[src/rtl/barrier_damage_map_if.sv]
// barrier_damage_map_if: projectile hit request/response channel between collision logic and the barrier map
interface barrier_damage_map_if;
    logic        hit_valid;
    logic        hit_ready;
    logic [10:0] hit_x;
    logic [10:0] hit_y;
    logic        hit_done;
    logic        hit_absorbed;
    modport master (output hit_valid, hit_x, hit_y, input hit_ready, hit_done, hit_absorbed);
    modport slave (input hit_valid, hit_x, hit_y, output hit_ready, hit_done, hit_absorbed);
endinterface

[src/rtl/barrier_damage_map.sv]
// barrier_damage_map: screen-to-block decode, per-block health, pixel query pipeline and hit/restore FSM
module barrier_damage_map #(
    parameter int NUM_BARR    = 4,
    parameter int BLK_COLS    = 4,
    parameter int BLK_ROWS    = 4,
    parameter int BLK_SZ      = 8,
    parameter int BARR_X0     = 100,
    parameter int BARR_PITCH  = 150,
    parameter int BARR_YSTART = 400,
    parameter int HP_BITS     = 2
) (
    input  logic                                            clk,
    input  logic                                            rst_n,
    input  logic [10:0]                                     px_x,
    input  logic [10:0]                                     px_y,
    output logic                                            pix_in_barr,
    output logic [HP_BITS-1:0]                              pix_hp,
    barrier_damage_map_if.slave                             hit,
    input  logic                                            restore,
    output logic                                            restore_busy,
    output logic [$clog2(NUM_BARR*BLK_COLS*BLK_ROWS+1)-1:0] blocks_left
);
    localparam int NUM_BLKS = NUM_BARR * BLK_COLS * BLK_ROWS;
    localparam int IW = NUM_BLKS > 1 ? $clog2(NUM_BLKS) : 1;
    localparam int BW = $clog2(NUM_BLKS + 1);
    localparam int LSZ = $clog2(BLK_SZ);
    localparam logic [HP_BITS-1:0] MAX_HP = '1;

    typedef enum logic [1:0] {IDLE, DECODE, APPLY, SWEEP} state_t;

    state_t             state;
    logic [10:0]        hx, hy;
    logic               h_in;
    logic [IW-1:0]      h_idx, cnt, q_idx;
    logic               q_in;
    logic               restore_pend;
    logic [HP_BITS-1:0] hp [NUM_BLKS];
    logic [HP_BITS-1:0] h_hp;

    // Returns {in_range, idx}; scanning down lets the lowest-numbered barrier win any overlap.
    function automatic logic [IW:0] decode(input logic [10:0] x, input logic [10:0] y);
        logic [IW:0] r;
        logic [31:0] xl, xo, yo;
        r = '0;
        yo = {21'd0, y} - 32'(BARR_YSTART);
        for (int b = NUM_BARR - 1; b >= 0; b--) begin
            xl = 32'(BARR_X0 + b * BARR_PITCH);
            xo = {21'd0, x} - xl;
            if ({21'd0, x} >= xl && xo < 32'(BLK_COLS * BLK_SZ) &&
                {21'd0, y} >= 32'(BARR_YSTART) && yo < 32'(BLK_ROWS * BLK_SZ))
                r = {1'b1, IW'(32'(b * BLK_COLS * BLK_ROWS) + (yo >> LSZ) * 32'(BLK_COLS) + (xo >> LSZ))};
        end
        return r;
    endfunction

    assign hit.hit_ready = (state == IDLE) && !restore_pend && !restore;
    assign h_hp = hp[h_idx];

    always_ff @(posedge clk or negedge rst_n) begin
        if (!rst_n) begin
            q_in        <= 1'b0;
            q_idx       <= '0;
            pix_in_barr <= 1'b0;
            pix_hp      <= '0;
        end else begin
            {q_in, q_idx} <= decode(px_x, px_y);
            pix_in_barr   <= q_in;
            pix_hp        <= q_in ? hp[q_idx] : '0;
        end
    end

    always_ff @(posedge clk or negedge rst_n) begin
        if (!rst_n) begin
            state            <= IDLE;
            hx               <= '0;
            hy               <= '0;
            h_in             <= 1'b0;
            h_idx            <= '0;
            cnt              <= '0;
            restore_pend     <= 1'b0;
            restore_busy     <= 1'b0;
            hit.hit_done     <= 1'b0;
            hit.hit_absorbed <= 1'b0;
            blocks_left      <= BW'(NUM_BLKS);
            for (int i = 0; i < NUM_BLKS; i++) hp[i] <= MAX_HP;
        end else begin
            hit.hit_done     <= 1'b0;
            hit.hit_absorbed <= 1'b0;
            case (state)
                IDLE: begin
                    if (restore || restore_pend) begin
                        state        <= SWEEP;
                        cnt          <= '0;
                        restore_pend <= 1'b0;
                        restore_busy <= 1'b1;
                    end else if (hit.hit_valid) begin
                        hx    <= hit.hit_x;
                        hy    <= hit.hit_y;
                        state <= DECODE;
                    end
                end
                DECODE: begin
                    {h_in, h_idx} <= decode(hx, hy);
                    restore_pend  <= restore_pend | restore;
                    state         <= APPLY;
                end
                APPLY: begin
                    hit.hit_done <= 1'b1;
                    if (h_in && h_hp != '0) begin
                        hp[h_idx]        <= h_hp - 1'b1;
                        hit.hit_absorbed <= 1'b1;
                        if (h_hp == HP_BITS'(1)) blocks_left <= blocks_left - 1'b1;
                    end
                    if (restore_pend) begin
                        state        <= SWEEP;
                        cnt          <= '0;
                        restore_pend <= 1'b0;
                        restore_busy <= 1'b1;
                    end else begin
                        state        <= IDLE;
                        restore_pend <= restore;
                    end
                end
                default: begin
                    hp[cnt] <= MAX_HP;
                    cnt     <= cnt + 1'b1;
                    if (cnt == IW'(NUM_BLKS - 1)) begin
                        blocks_left  <= BW'(NUM_BLKS);
                        restore_busy <= 1'b0;
                        state        <= IDLE;
                    end
                end
            endcase
        end
    end
endmodule

[src/flat_wrapper.sv]
// flat-port wrapper written by rule: the top's interface ports become plain ports
module barrier_damage_map_flat 
#(
    parameter int NUM_BARR    = 4,
    parameter int BLK_COLS    = 4,
    parameter int BLK_ROWS    = 4,
    parameter int BLK_SZ      = 8,
    parameter int BARR_X0     = 100,
    parameter int BARR_PITCH  = 150,
    parameter int BARR_YSTART = 400,
    parameter int HP_BITS     = 2
)
  (clk, rst_n, px_x, px_y, pix_in_barr, pix_hp, restore, restore_busy, blocks_left, hit_hit_valid, hit_hit_x, hit_hit_y, hit_hit_ready, hit_hit_done, hit_hit_absorbed);
  barrier_damage_map_if hit_i ();
  input  logic clk;
  input  logic rst_n;
  input  logic [10:0] px_x;
  input  logic [10:0] px_y;
  output logic pix_in_barr;
  output logic [HP_BITS-1:0] pix_hp;
  input  logic restore;
  output logic restore_busy;
  output logic [$clog2(NUM_BARR*BLK_COLS*BLK_ROWS+1)-1:0] blocks_left;
  input wire logic [$bits(hit_i.hit_valid)-1:0] hit_hit_valid;
  input wire logic [$bits(hit_i.hit_x)-1:0] hit_hit_x;
  input wire logic [$bits(hit_i.hit_y)-1:0] hit_hit_y;
  output wire logic [$bits(hit_i.hit_ready)-1:0] hit_hit_ready;
  output wire logic [$bits(hit_i.hit_done)-1:0] hit_hit_done;
  output wire logic [$bits(hit_i.hit_absorbed)-1:0] hit_hit_absorbed;
  assign hit_i.hit_valid = hit_hit_valid;
  assign hit_i.hit_x = hit_hit_x;
  assign hit_i.hit_y = hit_hit_y;
  assign hit_hit_ready = hit_i.hit_ready;
  assign hit_hit_done = hit_i.hit_done;
  assign hit_hit_absorbed = hit_i.hit_absorbed;
  barrier_damage_map #(.NUM_BARR(NUM_BARR), .BLK_COLS(BLK_COLS), .BLK_ROWS(BLK_ROWS), .BLK_SZ(BLK_SZ), .BARR_X0(BARR_X0), .BARR_PITCH(BARR_PITCH), .BARR_YSTART(BARR_YSTART), .HP_BITS(HP_BITS)) u_core (.clk(clk), .rst_n(rst_n), .px_x(px_x), .px_y(px_y), .pix_in_barr(pix_in_barr), .pix_hp(pix_hp), .hit(hit_i), .restore(restore), .restore_busy(restore_busy), .blocks_left(blocks_left));
endmodule
[config.mk]
export PLATFORM = sky130hd
export DESIGN_NAME = barrier_damage_map_flat
export DESIGN_NICKNAME = d
export VERILOG_FILES = /design/src/rtl/barrier_damage_map_if.sv /design/src/rtl/barrier_damage_map.sv /design/src/flat_wrapper.sv
export SDC_FILE = /design/constraint.sdc
export NUM_CORES = 1
export LEC_CHECK = 0
export ABC_AREA = 1
export CORE_MARGIN = 2
export CORE_UTILIZATION = 41
export CTS_BUF_LIST = sky130_fd_sc_hd__clkbuf_4 sky130_fd_sc_hd__clkbuf_8
export DETAILED_ROUTE_END_ITERATION = 7
export PLACE_DENSITY_LB_ADDON = 0.1
export SLEW_MARGIN = 10
export SYNTH_ARGS = -nofsm -noshare
export SYNTH_HDL_FRONTEND = slang
export SYNTH_SLANG_ARGS = --single-unit
[constraint.sdc]
create_clock -name clk -period 2.9 [get_ports clk]
set_input_delay 0.87 -clock clk [delete_from_list [all_inputs] [get_ports clk]]
set_output_delay 0.87 -clock clk [all_outputs]
set_load 0.01 [all_outputs]
### After elaboration in Yosys (flattened, before gate mapping)

Index checks and enable logic that the tools add are counted.

* $add $sub $neg: 27
* order comparisons: 25
* equality and inequality tests: 9
* muxes and demuxes: 44
* bitwise logic cells: 8
* reductions and logical operators: 46

Operator list (number)
* < comparator 32 x 6 -> 1 bit, second input constant: 10
* case mux 128 bit (2 select lines): 1
* bitwise mux 128 bit: 1
* 2-to-1 mux 128 bit: 1
* OR 128 bit: 1
* 2-to-1 mux 7 bit: 11
* adder 6 bit: 8
* subtractor 11 x 9 -> 12 bit, second input constant: 4
* >= comparator 11 x 9 -> 1 bit, second input constant: 4
* logical AND 1 bit: 29
* adder 6 bit, first input constant: 4
* binary-select mux 2 bit (select 6 bit): 2
* demux 2 bit (select 6 bit): 2
* subtractor 11 x 10 -> 12 bit, second input constant: 2
* subtractor 11 x 7 -> 12 bit, second input constant: 2
* subtractor 11 x 8 -> 12 bit, second input constant: 2
* >= comparator 11 x 10 -> 1 bit, second input constant: 2
* >= comparator 11 x 7 -> 1 bit, second input constant: 2
* >= comparator 11 x 8 -> 1 bit, second input constant: 2
* 2-to-1 mux 2 bit: 11
* >= comparator 7 bit, second input constant: 3
* inverter 6 -> 7 bit: 3
* case mux 6 bit (3 select lines): 1
* < comparator 7 x 1 -> 1 bit, second input constant: 2
* 27 further kinds: 49

* flip-flop bits (word level): 186
* output and inout bits: 14
* logic and storage cells: 238

### Depth between registers and ports, before layout

* word-level depth: 9
* mapped depth: 26

### Worst setup path after synthesis

No wires, ideal clock.

* kind: input to register
* start: input px_x[5]
* end: register u_core.q_idx[5]
* setup time: 0.120 ns
* arrival: 3.164 ns
* data required time: 2.780 ns
* setup slack: -0.385 ns
* cell stages on the path: 14
* path buffers: 1
* path through: clkbuf_1 > inv_1 > ha_1 > xor2_1 > ha_1 > ha_1 > fa_1 > xnor2_1 > xor2_1 > xor2_1 > nand3b_1 > nand3_1 > nand2_1 > nand2_1

* word-level cells in the longest chain between the ends: 9
* elaborated cells between the ends (all ways): 32
* those cells by class: add/sub (8); order compare (8); mux (4); reduce/logical (12)

RTL lines
* start: declaration: line flat_wrapper.sv:17 `input logic [10:0] px_x;`
* subtractor 11 x 10 -> 12 bit: line barrier_damage_map.sv:48 `xo = {21'd0, x} - xl;`
* < comparator 32 x 6 -> 1 bit: line barrier_damage_map.sv:49 `if ({21'd0, x} >= xl && xo < 32'(BLK_COLS * BLK_SZ) &&`
* logical AND 1 bit (2 in a row): line barrier_damage_map.sv:49
* logical AND 1 bit: line barrier_damage_map.sv:50 `{21'd0, y} >= 32'(BARR_YSTART) && yo < 32'(BLK_ROWS * BLK_SZ))`
* 2-to-1 mux 7 bit (3 in a row): line barrier_damage_map.sv:49
* 2-to-1 mux 7 bit *: line barrier_damage_map.sv:49
* end signal: assignment: line barrier_damage_map.sv:66 `{q_in, q_idx} <= decode(px_x, px_y);`
* end: declaration: line barrier_damage_map.sv:34 `logic [IW-1:0] h_idx, cnt, q_idx;`

Mark *: on every way between the ends. The rest lies on a longest branch, timed or not.
A chain may end at the register's enable or synchronous reset.

### Final worst setup path

* start: register u_core.h_idx[2]
* end: register u_core.blocks_left[4]

* word-level cells in the longest chain between the ends: 8
* elaborated cells between the ends (all ways): 10
* those cells by class: eq/ne (3); mux (3); bitwise (1); reduce/logical (3)

RTL lines
* start: declaration: line barrier_damage_map.sv:34
* start signal: assignment: line barrier_damage_map.sv:103 `{h_in, h_idx} <= decode(hx, hy);`
* inverter 6 -> 7 bit (implied by the code) *: line barrier_damage_map.sv:57 `assign h_hp = hp[h_idx];`
* binary-select mux 2 bit (select 6 bit) *: line barrier_damage_map.sv:57
* 2-to-1 mux 2 bit (implied by the code) * (2 in a row): line barrier_damage_map.sv:57
* nonzero test 2 bit: line barrier_damage_map.sv:109 `if (h_in && h_hp != '0) begin`
* logical AND 1 bit: line barrier_damage_map.sv:109
* inequality test 2 x 1 -> 1 bit (no source line)
* AND reduction 4 bit (no source line) *
* end signal: assignment: line barrier_damage_map.sv:84 `blocks_left <= BW'(NUM_BLKS);`
* end signal: assignment: line barrier_damage_map.sv:112 `if (h_hp == HP_BITS'(1)) blocks_left <= blocks_left - 1'b1;`
* end signal: assignment: line barrier_damage_map.sv:128 `blocks_left <= BW'(NUM_BLKS);`
* end: declaration: line barrier_damage_map.sv:21 `output logic [$clog2(NUM_BARR*BLK_COLS*BLK_ROWS+1)-1:0] blocks_left`

Mark *: on every way between the ends. The rest lies on a longest branch, timed or not. The select of a mux whose other input is x is not followed.

==> impl_results.html <==
<table>
<tr><th>Metric</th><th>Value</th></tr>
<tr><th colspan="2">Place</th></tr>
<tr><td>Placer's final routability congestion estimate</td><td>0.9081</td></tr>
<tr><td>Post-DP HPWL</td><td>38.13 mm</td></tr>
<tr><td>IO Port Bufs</td><td>59</td></tr>
<tr><td>Worst setup slack after placement</td><td>-952.6 ps</td></tr>
<tr><th colspan="2">CTS</th></tr>
<tr><td>Clock transition at the registers of the reported paths</td><td>120 ps</td></tr>
<tr><td>TritonCTS clock tree</td><td>done</td></tr>
<tr><td>Clock tree buffer depth</td><td>2</td></tr>
<tr><td>Clk Latency, worst-skew pair</td><td>520 ps</td></tr>
<tr><td>Number of buffers created by CTS</td><td>17</td></tr>
<tr><td>H-tree levels</td><td>4</td></tr>
<tr><td>Root cell of the clock tree</td><td>clkbuf_8</td></tr>
<tr><td>Quantity of hold-fixing buffers added after cts</td><td>0</td></tr>
<tr><td>Clock Sinks</td><td>185</td></tr>
<tr><th colspan="2">Worst setup path</th></tr>
<tr><td>Signal arrival time at the worst endpoint</td><td>3480 ps</td></tr>
<tr><td>WP data required</td><td>3290 ps</td></tr>
<tr><td>CP Class</td><td>reg -&gt; reg</td></tr>
<tr><td>Worst R2R Start</td><td>u_core.h_idx[2]$_DFFE_PN0P_</td></tr>
<tr><td>Type of element launching the critical path</td><td>flip-flop</td></tr>
<tr><td>CP Max Fanout</td><td>7</td></tr>
<tr><td>Element type at the critical path end</td><td>flip-flop</td></tr>
<tr><td>Worst Setup SP</td><td>u_core.h_idx[2]$_DFFE_PN0P_</td></tr>
<tr><th colspan="2">Detailed routing</th></tr>
<tr><td>DRT antenna net count</td><td>0</td></tr>
<tr><td>DRC violation count after routing</td><td>0</td></tr>
<tr><td>Detailed Route Iter0 Violations</td><td>1270</td></tr>
<tr><td>DR pass1 iterations</td><td>6</td></tr>
<tr><td>Number of vias per cell after detailed routing</td><td>5.407</td></tr>
<tr><td>Overall via count from detail_route</td><td>16271</td></tr>
<tr><td>Sum of routed wire length over all layers</td><td>54.70 mm</td></tr>
<tr><td>Wire length per cell after detailed routing</td><td>18.18 µm</td></tr>
<tr><th colspan="2">Yosys</th></tr>
<tr><td>Proportion of register bits with asynchronous set or reset after synthesis</td><td>1.000</td></tr>
<tr><td>Predominant post-synthesis flop cell</td><td>dfstp_2</td></tr>
<tr><td>Count of flip-flops with a built-in enable after synthesis</td><td>0</td></tr>
<tr><td>Sequential-to-total area share from yosys stat</td><td>0.3246</td></tr>
<tr><td>Register bit total from synthesis</td><td>185</td></tr>
<tr><td>Synth unique cells</td><td>40</td></tr>
<tr><td>Fraction of synthesized area in multiplexers</td><td>0.0007630</td></tr>
<tr><td>Main combinational cell family by area after synthesis</td><td>simple AND/OR/NAND/NOR gates</td></tr>
<tr><td>Adder and majority gate portion of the synthesized area</td><td>0.06002</td></tr>
<tr><td>Area of the mapped netlist</td><td>14760 µm²</td></tr>
<tr><td>Fraction of the mapped netlist area in simple logic gates</td><td>0.2619</td></tr>
<tr><td>Number of warnings issued by yosys</td><td>0</td></tr>
<tr><td>Mean post-synth cell area</td><td>6.636 µm²</td></tr>
<tr><td>Xor and xnor fraction of the mapped netlist area</td><td>0.02645</td></tr>
<tr><td>Post-Syn Instances</td><td>2224</td></tr>
<tr><td>Compound-cell area share of the yosys netlist</td><td>0.2173</td></tr>
<tr><td>Number of nets in the synthesized netlist</td><td>2338</td></tr>
<tr><th colspan="2">Power and ir drop</th></tr>
<tr><td>Switching fraction of total power</td><td>0.2727</td></tr>
<tr><td>PD cells</td><td>273.5 nW/µm²</td></tr>
<tr><td>Comb power frac</td><td>0.148</td></tr>
<tr><td>Clock network power share</td><td>0.366</td></tr>
<tr><td>Net switching power of the design</td><td>1.466 mW</td></tr>
<tr><td>Leakage power summed over all cells</td><td>9.953 nW</td></tr>
<tr><td>Largest vdd supply drop</td><td>0.4256 mV</td></tr>
<tr><td>Total power of the final layout</td><td>5.377 mW</td></tr>
<tr><td>Reg power frac</td><td>0.486</td></tr>
<tr><td>Design internal power</td><td>3.910 mW</td></tr>
<tr><th colspan="2">Run status</th></tr>
<tr><td>Run status</td><td>finished with violations</td></tr>
<tr><td>Failing checks</td><td>negative setup slack</td></tr>
<tr><th colspan="2">Timing</th></tr>
<tr><td>Final period utilization</td><td>1.068</td></tr>
<tr><td>Highest Clock Rate</td><td>323.0 MHz</td></tr>
<tr><td>Max-slew violation count</td><td>0</td></tr>
<tr><td>RSZ-0062 raised after global routing</td><td>true</td></tr>
<tr><td>Minimum period implied by the final worst setup slack</td><td>3096 ps</td></tr>
<tr><td>Worst slew margin relative to its limit</td><td>0.3813</td></tr>
<tr><td>Slew at the pin closest to its max-slew limit</td><td>924.6 ps</td></tr>
<tr><td>Summed negative setup slack over all endpoints</td><td>-11270 ps</td></tr>
<tr><td>Final hold violations</td><td>0</td></tr>
<tr><td>Post-route clock skew</td><td>27.63 ps</td></tr>
<tr><td>Setup slack after layout</td><td>-196.4 ps</td></tr>
<tr><td>Final setup violation count</td><td>133</td></tr>
<tr><th colspan="2">Die</th></tr>
<tr><td>Count of standard-cell rows</td><td>69</td></tr>
<tr><td>Y dimension of the die</td><td>193.7 µm</td></tr>
<tr><td>Number of top-level pins</td><td>62</td></tr>
<tr><td>Core box area</td><td>35480 µm²</td></tr>
<tr><td>X dimension of the die</td><td>193.7 µm</td></tr>
<tr><td>Initial standard-cell utilization of the core</td><td>0.4160</td></tr>
<tr><td>Area enclosed by the die boundary</td><td>37530 µm²</td></tr>
<tr><th colspan="2">Global routing</th></tr>
<tr><td>Pin count of the biggest net entering global routing</td><td>71</td></tr>
<tr><td>Initial antenna violation count</td><td>0</td></tr>
<tr><td>Wire length of the first global-routing pass</td><td>86.79 mm</td></tr>
<tr><td>GRT Residual Overflow</td><td>0</td></tr>
<tr><td>Vias in the first global route</td><td>15772</td></tr>
<tr><td>Global-route total usage across every layer</td><td>0.2902</td></tr>
<tr><th colspan="2">Layout</th></tr>
<tr><td>Number of inserted filler cells in the final layout</td><td>3430</td></tr>
<tr><td>Layout cell share with drive strength beyond 1</td><td>0.2700</td></tr>
<tr><td>Number of antenna cells inserted</td><td>0</td></tr>
<tr><td>Final nets</td><td>2649</td></tr>
<tr><td>Synthesis-to-finish area growth</td><td>33.22%</td></tr>
<tr><th colspan="2">Flow run</th></tr>
<tr><td>Number of max-cap violations</td><td>0</td></tr>
<tr><th colspan="2">Min path</th></tr>
<tr><td>Hold Crit Class</td><td>in -&gt; async</td></tr>
</table>
==> stage by stage <==
stage | util | std cells | area [µm²] | hold slack [ps]
3_5_place_dp | 0.5054 | 2934 | 17930 | 391.8
5_1_grt | 0.5541 | 3009 | 19660 | 295.7
4_1_cts | 0.5419 | 3000 | 19230 | 284.2
2_1_floorplan | - | 2224 | 14870 | 353.7
3_3_place_gp | 0.5054 | 2934 | 17930 | 366.6
6_report | 0.5541 | 3009 | 19660 | 308.8
==> worst paths after layout <==
check                                                    endpoint  slack (ps)  depth (start not counted)
worst max register to register  u_core.blocks_left[4]$_DFFE_PN0P_        -200                         22
min in group clk                     u_core.pix_in_barr$_DFF_PN0_         400                          0
max in group asynchronous              u_core.hp[116]$_DFFE_PN1P_        1870                          2
worst min-delay path            u_core.blocks_left[2]$_DFFE_PN0P_         310                          1
worst min register to register       u_core.pix_in_barr$_DFF_PN0_         400                          0
worst max-delay path            u_core.blocks_left[4]$_DFFE_PN0P_        -200                         22
==> critical path, cell delays in order, from the launching register on <==
cell and delay (ps):
dfrtp_2 500, buf_6 150, nand3_4 110, buf_12 160, o22ai_4 70, nor3_2 210, o211ai_1 120, nand2_1 120
nand4_1 160, nor2_2 200, ha_4 170, nor2_2 30, nor2_1 90, nor2_1 60, nand2_2 150, nor2_4 60
nand2_2 90, nand2_4 90, buf_6 120, nand3_4 70, nor2_4 40, o21ai_1 110, a21oi_1 50
==> flip-flops by register name, summed over array words and instances, names as in the netlist <==
| name | count |
|---|---|
| u_core.q_idx | 6 |
| u_core.hx | 10 |
| u_core.state | 2 |
| u_core.hy | 11 |
| u_core.hp | 128 |
| u_core.h_in | 1 |
| u_core.restore_pend | 1 |
| u_core.pix_in_barr | 1 |
| u_core.h_idx | 6 |
| u_core.q_in | 1 |
| u_core.cnt | 6 |
| u_core.hit.hit_done | 1 |
| u_core.restore_busy | 1 |
| u_core.hit.hit_absorbed | 1 |
| u_core.blocks_left | 7 |
| u_core.pix_hp | 2 |
==> layout by cell type (no fill, tap or decap), drive strengths merged, types with 4 or more instances in the layout <==
master         instances
nand2                529
buf                  325
inv                  311
o21ai                238
nor2                 205
a21oi                191
nand3                139
dfstp                129
ha                    58
dfrtp                 56
o21a                  48
clkdlybuf4s50         48
o22ai                 42
nor3                  38
xor2                  32
a211oi                31
clkbuf                28
nand4                 16
a22oi                 15
xnor2                 10
clkinv                 9
o211ai                 8
fa                     8
or2                    6
nand3b                 5
clkinvlp               4
==> cell families (layout without fill, tap and decap cells) <==
| group | Yosys count | count (layout) |
|---|---|---|
| AND/OR/NAND/NOR | 942 | 942 |
| AO/OA/AOI/OAI | 577 | 577 |
| buffers and inverters | 410 | 734 |
| flip-flops | 185 | 185 |
| adder cells (fa/ha/maj) | 66 | 66 |
| XOR/XNOR | 43 | 43 |
| multiplexers | 1 | 1 |
==> cell type report <==
type / count / area (µm²) / area share
inverter: 317 / 1227 / 0.06242
tap: 461 / 576.8 / 0.02934
clock buffer: 22 / 290.3 / 0.01476
timing repair buffer: 385 / 3465 / 0.1762
multi-input combinational: 1629 / 9164 / 0.4661
sequential: 185 / 4796 / 0.2439
clock inverter: 10 / 143.9 / 0.007318
==> synthesized netlist by cell type (all sizes together), types with 3 or more instances <==
library cell / n / area, µm²
a211oi: 31 / 232.7
a21oi: 191 / 955.9
a22oi: 15 / 112.6
and2: 3 / 18.77
buf: 28 / 173.9
clkbuf: 65 / 245.2
clkinv: 4 / 15.01
dfrtp: 56 / 1401
dfstp: 129 / 3390
fa: 8 / 160.2
ha: 58 / 725.7
inv: 313 / 1175
nand2: 529 / 1993
nand3: 139 / 710.7
nand3b: 5 / 37.54
nand4: 16 / 100.1
nor2: 205 / 769.5
nor3: 38 / 190.2
o211ai: 8 / 60.06
o21a: 48 / 360.4
o21ai: 238 / 1191
o22ai: 42 / 262.8
or2: 6 / 37.53
xnor2: 10 / 87.58
xor2: 32 / 280.3
==> power groups by stage <==
stage | Sequential [mW] | Combinational (mW) | Clock, mW
finish | 2.61 | 0.795 | 1.97
global route | 2.62 | 0.895 | 2.13
CTS | 2.61 | 0.754 | 2.03
detailed placement | 2.65 | 0.727 | 0
global placement | 2.65 | 0.713 | 0
floorplan | 2.65 | 0.382 | 0
==> what timing repair did <==
action                                  in CTS  in global routing
gates cloned                                 6                  1
setup buffers                               28                  8
endpoints found under the setup margin     139                144
gates resized for setup                    188                105
pin swaps                                   24                 62
==> per-layer routing <==
| metal | GRT usage | share of wire | up-vias |
|---|---|---|---|
| met5 | 0 | 0 | - |
| met4 | 0.1269 | 0.043 | 0 |
| met3 | 0.04227 | 0.066 | 136 |
| met2 | 0.4693 | 0.47 | 620 |
| met1 | 0.3865 | 0.42 | 7613 |
| li1 | - | - | 7902 |
(Power assumes the default switching activity.)
